`src/rtl/rs485_pkg.sv`:
```
// Shared definitions for the RS-485 / Modbus RTU screen interface:
// function codes, exception and frame-error codes, FSM states and the CRC16 step.
package rs485_pkg;

  localparam logic [7:0] FC_READ_HOLD    = 8'h03;
  localparam logic [7:0] FC_WRITE_SINGLE = 8'h06;

  localparam logic [7:0] EXC_ILLEGAL_FUNC  = 8'h01;
  localparam logic [7:0] EXC_ILLEGAL_VALUE = 8'h03;

  localparam logic [1:0] ERR_CRC   = 2'd0;
  localparam logic [1:0] ERR_GAP   = 2'd1;
  localparam logic [1:0] ERR_OVF   = 2'd2;
  localparam logic [1:0] ERR_SHORT = 2'd3;

  localparam logic [15:0] CRC_INIT = 16'hFFFF;
  localparam logic [15:0] CRC_POLY = 16'hA001;

  typedef enum logic [1:0] {
    S_WAIT_IDLE = 2'd0,
    S_IDLE      = 2'd1,
    S_RECV      = 2'd2,
    S_CHECK     = 2'd3
  } rx_state_e;

  // One byte of reflected Modbus CRC16, LSB of the byte shifted first.
  function automatic logic [15:0] crc16_byte(input logic [15:0] crc_in,
                                             input logic [7:0]  data);
    logic [15:0] c;
    c = crc_in ^ {8'h00, data};
    for (int i = 0; i < 8; i++) begin
      c = c[0] ? ((c >> 1) ^ CRC_POLY) : (c >> 1);
    end
    return c;
  endfunction

endpackage

```
`src/rtl/modbus_crc16.sv`:
```
// Byte-wide Modbus CRC16 accumulator; also used by the response transmitter.
// i_init together with i_valid seeds the register and folds the first byte in one cycle.
module modbus_crc16
  import rs485_pkg::*;
(
  input  logic        i_clk,
  input  logic        rst_n,
  input  logic        i_init,
  input  logic        i_valid,
  input  logic [7:0]  i_data,
  output logic [15:0] o_crc
);

  logic [15:0] crc_reg;

  always_ff @(posedge i_clk or negedge rst_n) begin
    if (!rst_n) begin
      crc_reg <= CRC_INIT;
    end else if (i_valid) begin
      crc_reg <= crc16_byte(i_init ? CRC_INIT : crc_reg, i_data);
    end else if (i_init) begin
      crc_reg <= CRC_INIT;
    end
  end

  assign o_crc = crc_reg;

endmodule

```
`src/rtl/modbus_rtu_rx_framer.sv`:
```
// Modbus RTU receive framer: delimits frames by bus silence, checks CRC and address,
// and decodes FC03/FC06 into a one-cycle command pulse (or exception / frame error).
module modbus_rtu_rx_framer
  import rs485_pkg::*;
#(
  parameter int         CLK_HZ     = 29_491_200,
  parameter int         BAUD       = 9600,
  parameter logic [7:0] SLAVE_ADDR = 8'h01,
  parameter int         MAX_LEN    = 16
) (
  input  logic        i_clk,
  input  logic        rst_n,
  input  logic [7:0]  i_rx_data,
  input  logic        i_rx_valid,
  input  logic        i_tx_busy,
  output logic        o_cmd_valid,
  output logic [7:0]  o_func,
  output logic [15:0] o_reg_addr,
  output logic [15:0] o_reg_data,
  output logic        o_broadcast,
  output logic        o_exc_valid,
  output logic [7:0]  o_exc_code,
  output logic        o_frame_err,
  output logic [1:0]  o_err_code
);

  // 64-bit intermediates: CLK_HZ*77 overflows a 32-bit int at the default clock.
  localparam longint T15_L   = (longint'(CLK_HZ) * 33) / (2 * longint'(BAUD));
  localparam longint T35_L   = (longint'(CLK_HZ) * 77) / (2 * longint'(BAUD));
  localparam int     T15_CYC = int'(T15_L);
  localparam int     T35_CYC = int'(T35_L);

  localparam int TMR_W = $clog2(T35_CYC + 1);
  localparam int CNT_W = $clog2(MAX_LEN + 1);
  localparam int IDX_W = $clog2(MAX_LEN);

  localparam logic [TMR_W-1:0] T15_T   = TMR_W'(T15_CYC);
  localparam logic [TMR_W-1:0] T35_T   = TMR_W'(T35_CYC);
  localparam logic [CNT_W-1:0] CNT_MAX = CNT_W'(MAX_LEN);
  localparam logic [CNT_W-1:0] LEN_MIN = CNT_W'(4);
  localparam logic [CNT_W-1:0] LEN_CMD = CNT_W'(8);

  rx_state_e         state_reg;
  logic [TMR_W-1:0]  timer_reg;
  logic [CNT_W-1:0]  cnt_reg;
  logic              ovf_reg;
  logic              gap_reg;
  logic [7:0]        buf_reg [MAX_LEN];
  logic [15:0]       crc_value;

  logic              timer_max;
  logic              gap_hit;
  logic              crc_init;
  logic              crc_valid;
  logic              store_en;

  logic              v_cmd;
  logic              v_exc;
  logic              v_err;
  logic [7:0]        v_exc_code;
  logic [1:0]        v_err_code;
  logic              frm_bcast;
  logic              frm_addr_ok;
  logic              frm_fc_known;

  assign timer_max = (timer_reg == T35_T);
  assign gap_hit   = (timer_reg > T15_T);

  // Byte acceptance and CRC control; transmitter echo is never accepted.
  always_comb begin
    crc_init  = 1'b0;
    crc_valid = 1'b0;
    store_en  = 1'b0;
    if (!i_tx_busy && i_rx_valid) begin
      case (state_reg)
        S_IDLE: begin
          crc_init  = 1'b1;
          crc_valid = 1'b1;
          store_en  = 1'b1;
        end
        S_RECV: begin
          crc_valid = 1'b1;
          store_en  = (cnt_reg < CNT_MAX);
        end
        default: ;
      endcase
    end
  end

  modbus_crc16 u_crc (
    .i_clk   (i_clk),
    .rst_n   (rst_n),
    .i_init  (crc_init),
    .i_valid (crc_valid),
    .i_data  (i_rx_data),
    .o_crc   (crc_value)
  );

  // Frame bytes live in a plain array; cnt_reg is always 0 in S_IDLE.
  always_ff @(posedge i_clk) begin
    if (store_en) begin
      buf_reg[cnt_reg[IDX_W-1:0]] <= i_rx_data;
    end
  end

  assign frm_bcast    = (buf_reg[0] == 8'h00);
  assign frm_addr_ok  = (buf_reg[0] == SLAVE_ADDR) || frm_bcast;
  assign frm_fc_known = (buf_reg[1] == FC_READ_HOLD) || (buf_reg[1] == FC_WRITE_SINGLE);

  // Frame verdict, evaluated during the single S_CHECK cycle; errors outrank decoding.
  always_comb begin
    v_cmd      = 1'b0;
    v_exc      = 1'b0;
    v_err      = 1'b0;
    v_exc_code = EXC_ILLEGAL_FUNC;
    v_err_code = ERR_CRC;
    if (cnt_reg < LEN_MIN) begin
      v_err      = 1'b1;
      v_err_code = ERR_SHORT;
    end else if (ovf_reg) begin
      v_err      = 1'b1;
      v_err_code = ERR_OVF;
    end else if (gap_reg) begin
      v_err      = 1'b1;
      v_err_code = ERR_GAP;
    end else if (crc_value != 16'h0000) begin
      v_err      = 1'b1;
      v_err_code = ERR_CRC;
    end else if (frm_addr_ok) begin
      if (frm_fc_known) begin
        if (cnt_reg == LEN_CMD) begin
          v_cmd = !(frm_bcast && (buf_reg[1] == FC_READ_HOLD));
        end else begin
          v_exc      = !frm_bcast;
          v_exc_code = EXC_ILLEGAL_VALUE;
        end
      end else begin
        v_exc      = !frm_bcast;
        v_exc_code = EXC_ILLEGAL_FUNC;
      end
    end
  end

  always_ff @(posedge i_clk or negedge rst_n) begin
    if (!rst_n) begin
      state_reg   <= S_WAIT_IDLE;
      timer_reg   <= '0;
      cnt_reg     <= '0;
      ovf_reg     <= 1'b0;
      gap_reg     <= 1'b0;
      o_cmd_valid <= 1'b0;
      o_func      <= 8'h00;
      o_reg_addr  <= 16'h0000;
      o_reg_data  <= 16'h0000;
      o_broadcast <= 1'b0;
      o_exc_valid <= 1'b0;
      o_exc_code  <= 8'h00;
      o_frame_err <= 1'b0;
      o_err_code  <= 2'd0;
    end else begin
      o_cmd_valid <= 1'b0;
      o_exc_valid <= 1'b0;
      o_frame_err <= 1'b0;
      if (i_tx_busy) begin
        state_reg <= S_WAIT_IDLE;
        timer_reg <= '0;
        cnt_reg   <= '0;
        ovf_reg   <= 1'b0;
        gap_reg   <= 1'b0;
      end else begin
        if (i_rx_valid) begin
          timer_reg <= '0;
        end else if (!timer_max) begin
          timer_reg <= timer_reg + 1'b1;
        end

        case (state_reg)
          S_WAIT_IDLE: begin
            if (!i_rx_valid && timer_max) begin
              state_reg <= S_IDLE;
            end
          end
          S_IDLE: begin
            if (i_rx_valid) begin
              cnt_reg   <= CNT_W'(1);
              ovf_reg   <= 1'b0;
              gap_reg   <= 1'b0;
              state_reg <= S_RECV;
            end
          end
          S_RECV: begin
            // A byte in the same cycle as the silence limit still belongs to this frame.
            if (i_rx_valid) begin
              if (cnt_reg == CNT_MAX) begin
                ovf_reg <= 1'b1;
              end else begin
                cnt_reg <= cnt_reg + 1'b1;
              end
              if (gap_hit) begin
                gap_reg <= 1'b1;
              end
            end else if (timer_max) begin
              state_reg <= S_CHECK;
            end
          end
          S_CHECK: begin
            if (v_cmd) begin
              o_cmd_valid <= 1'b1;
              o_func      <= buf_reg[1];
              o_reg_addr  <= {buf_reg[2], buf_reg[3]};
              o_reg_data  <= {buf_reg[4], buf_reg[5]};
              o_broadcast <= frm_bcast;
            end
            if (v_exc) begin
              o_exc_valid <= 1'b1;
              o_exc_code  <= v_exc_code;
            end
            if (v_err) begin
              o_frame_err <= 1'b1;
              o_err_code  <= v_err_code;
            end
            cnt_reg   <= '0;
            ovf_reg   <= 1'b0;
            gap_reg   <= 1'b0;
            state_reg <= S_IDLE;
          end
          default: state_reg <= S_WAIT_IDLE;
        endcase
      end
    end
  end

endmodule

```
`config.mk`:
```
export PLATFORM = sky130hd
export DESIGN_NAME = modbus_rtu_rx_framer
export DESIGN_NICKNAME = d
export VERILOG_FILES = /design/src/rtl/rs485_pkg.sv /design/src/rtl/modbus_crc16.sv /design/src/rtl/modbus_rtu_rx_framer.sv
export SDC_FILE = /design/constraint.sdc
export NUM_CORES = 1
export LEC_CHECK = 0
export ABC_AREA = 1
export CAP_MARGIN = 20
export CORE_MARGIN = 5
export CORE_UTILIZATION = 51
export DETAILED_ROUTE_END_ITERATION = 8
export GPL_TIMING_DRIVEN = 0
export PLACE_DENSITY = 0.77
export REMOVE_ABC_BUFFERS = 1
export SETUP_SLACK_MARGIN = 0.05
export SYNTH_ARGS = -nofsm -noshare
export SYNTH_HDL_FRONTEND = slang
export SYNTH_SLANG_ARGS = --single-unit
export TNS_END_PERCENT = 100
```
`constraint.sdc`:
```
create_clock -name i_clk -period 2.53 [get_ports i_clk]
set_input_delay 0.3795 -clock i_clk [delete_from_list [all_inputs] [get_ports i_clk]]
set_output_delay 0.3795 -clock i_clk [all_outputs]
set_load 0.01 [all_outputs]
```
==> impl_metrics.toml <==
[synth]
synth_edf_count = 48
yosysSeqAreaShare_pct = 60.99
async_flop_share_pct = 65.22
yosysWarnings = 0
ys_seq_elements = 138
syn_area_um2 = 6088
ys.flop_type = "dfrtp_1"
syn_avg_cell_area_um2 = 9.695
synth_cell_types = 44
syn_inst = 628

[timing]
slew_headroom_pct = 50.12
worst_pin_slew_ns = 0.7455
fmax_mhz = 420.1
period_minus_slack_ns = 2.380
rsz0062_at_grt = "yes"
finClkSkew_ns = 0.01604
finalMaxSlewViolations = 0
hold_viol_final = 0
setup_violations = 0
tns_ns = 0
period_share_pct = 94.08

[finish]
stdcell_area_um2 = 7556
drive_above_1_share_pct = 13.09
antenna_cells = 0
nets = 727
syn_to_final_growth_pct = 24.11
fill_cells = 907
largest_register_ffs = 48

[pwr]
peakVddDrop_uv = 424.7
p_clk_share_pct = 37.5
p_leak_nw = 3.390
power_density_nw_per_um2 = 852.4
switching_share_pct = 31.34
p_int_mw = 4.423
power_switching_mw = 2.018
seqPwrFrac_pct = 41.5
p_comb_share_pct = 21.0

[clock_tree]
clkTransAtPathRegs_ns = 0.06
numCtsBuffers = 17
cts.sinks = 138
cts_root_buf = "clkbuf_16"
cts_tree = "done"
cts_max_level = 4
clockBufferDepth = 2
clk_latency_ns = 0.42

[outcome]
status = "completed"

[critical_path]
cp_max_fo = 6
endpoint_kind = "flip-flop"
worstPathRequired_ns = 2.65
critPathCapture = "buf_reg[4][5]"
arrival_ns = 2.50
slowest_delay_ns = 0.46
r2r_slack_ns = 0.15
path_class = "reg -> reg"
startpoint = "state_reg[0]"
path_cells = "inv_1 -> ha_1 -> nand2_1 -> nor2_2 -> o21ai_2 -> nor4_2 -> buf_4"
r2r.worst_path.cells = 7
worstReg2RegStart = "state_reg[0]"
cp-start-kind = "flip-flop"
slowest_stage = "dfrtp_1"
r2r-end = "buf_reg[4][5]"

[routing]
final_antenna_net_count = 0
dr.pass1.iters = 5
wl_per_cell_um = 15.52
dr_total_vias = 4634
drtIter0Drc = 351
drc = 0
avgViaCountPerCell = 5.357
drt_wl_total_um = 13430

[place]
hpwl_um = 8489
routabilityCongestion = 0.8874
dpl_cell_area_um2 = 6807
port_buffers = 59

[worst_hold_path]
hp-class = "reg -> reg"
worst_hold_startpoint = "buf_reg[5][7]"

[grt]
grt-ovfl-total = 0
antenna_found_initial = 0
grtUsageTotal_pct = 19.11
grt_max_degree = 47
grt_pass1_vias = 4322
grt_pass1_wl_um = 21430

[job]
cap_violations = 0

[die]
die_x_um = 119.3
coreArea_um2 = 11860
die-area_um2 = 14220
pin_count = 66
initial_utilization_pct = 51.33
fp.dieH_um = 119.3
rows = 40
## metrics by stage
stage	cells	util (%)	total power [mW]	hold WS (ns)	setup slack (ns)
after floorplan	613	-	3.591	0.08391	-0.5727
after global placement	819	56.78	3.865	0.4233	-2.157
after detailed placement	824	57.38	3.940	0.4247	-0.8123
after CTS	858	62.80	6.392	0.4392	0.05663
after global routing	865	63.70	6.761	0.4508	-0.04092
final	865	63.70	6.441	0.4374	0.1497
## power groups by stage
stage	combinational (mW)	clock, mW	sequential, mW
6_report	1.35	2.42	2.68
5_1_grt	1.53	2.53	2.70
4_1_cts	1.29	2.43	2.67
3_5_place_dp	1.23	0	2.71
3_3_place_gp	1.17	0	2.70
2_1_floorplan	0.900	0	2.69
## placed cells by master, fill, tap and decap left out, types with 3 or more instances in the layout
cell,Yosys,routed
clkbuf_16,0,17
nand2_1,189,188
a211oi_1,3,3
a21oi_1,20,20
nand3_2,2,4
edfxtp_1,48,48
nor4_1,11,9
xor2_1,6,6
buf_4,6,9
inv_2,3,3
clkdlybuf4s50_1,0,56
nor3_1,17,14
nor2_1,33,31
nand4_1,11,11
nand2_2,4,4
a31oi_1,9,9
dfstp_2,16,16
dfrtp_1,74,74
nand3b_1,3,3
nand3_1,23,23
nor2_2,3,5
o21ai_0,26,25
ha_1,10,9
conb_1,1,6
inv_6,1,8
clkinvlp_4,0,4
inv_1,75,75
inv_8,0,3
## metal layers
layer  wire (um)  global-route usage (%)
met5           0                       0
met2        6720                   31.65
met1        5766                   24.10
met3         779                   5.033
met4         161                   7.169
## cell type report
class	instances	area, um^2	area share (%)
clock buffer	17	425.4	5.630
clock inverter	15	152.6	2.020
inverter	80	317.8	4.206
multi-input combinational	397	2049	27.12
sequential	138	3714	49.15
tap	147	183.9	2.434
timing repair buffer	70	701.9	9.290
timing repair inverter	1	11.26	0.1490
## cell families after synthesis
logic type | synth area share, %
other | 0.06159
AND/OR/NAND/NOR | 22.15
XOR/XNOR | 1.418
AO/OA/AOI/OAI | 5.877
adder cells (fa/ha/maj) | 2.055
buffers and inverters | 7.439
flip-flops | 60.99
## worst max-delay path: cells and delay by family (launching register included)
family | cells | cell delay (ns)
and+or+nand+nor | 3 | 0.72
adders and majority gates | 1 | 0.32
AOI/OAI and AO/OA | 1 | 0.23
buffers and inverters | 2 | 0.35
DFF | 1 | 0.46
## worst min-delay path by stage
stage               cells past startpoint            end
floorplan                               0     cnt_reg[0]
global placement                        2  o_reg_data[8]
detailed placement                      1      o_func[4]
CTS                                     2  o_reg_data[7]
global route                            2  o_reg_data[9]
finish                                  2  o_reg_data[7]
## synth_stat cells (all sizes together) (3+ instances only)
master / instances / area [um^2]
a211oi: 3 / 22.52
a21oi: 21 / 108.9
a31oi: 9 / 56.30
buf: 15 / 127.6
clkbuf: 5 / 18.77
dfrtp: 74 / 1852
dfstp: 16 / 420.4
edfxtp: 48 / 1441
ha: 10 / 125.1
inv: 79 / 301.5
nand2: 194 / 745.7
nand3: 26 / 152.7
nand3b: 3 / 22.52
nand4: 11 / 68.82
nor2: 37 / 153.9
nor3: 17 / 85.08
nor4: 13 / 93.84
o21ai: 27 / 135.1
xor2: 7 / 68.82
## timing repair
item                                    in CTS  in global routing
cloned                                       1                  2
hold buffers                                 1                  0
endpoints found under the setup margin      88                 89
pin swaps                                    1                  2
buffers inserted                             0                  5
gates resized for setup                     10                 10
hold endpoints to repair                    37                  0
No activity file was read; power rests on OpenSTA's default activity.
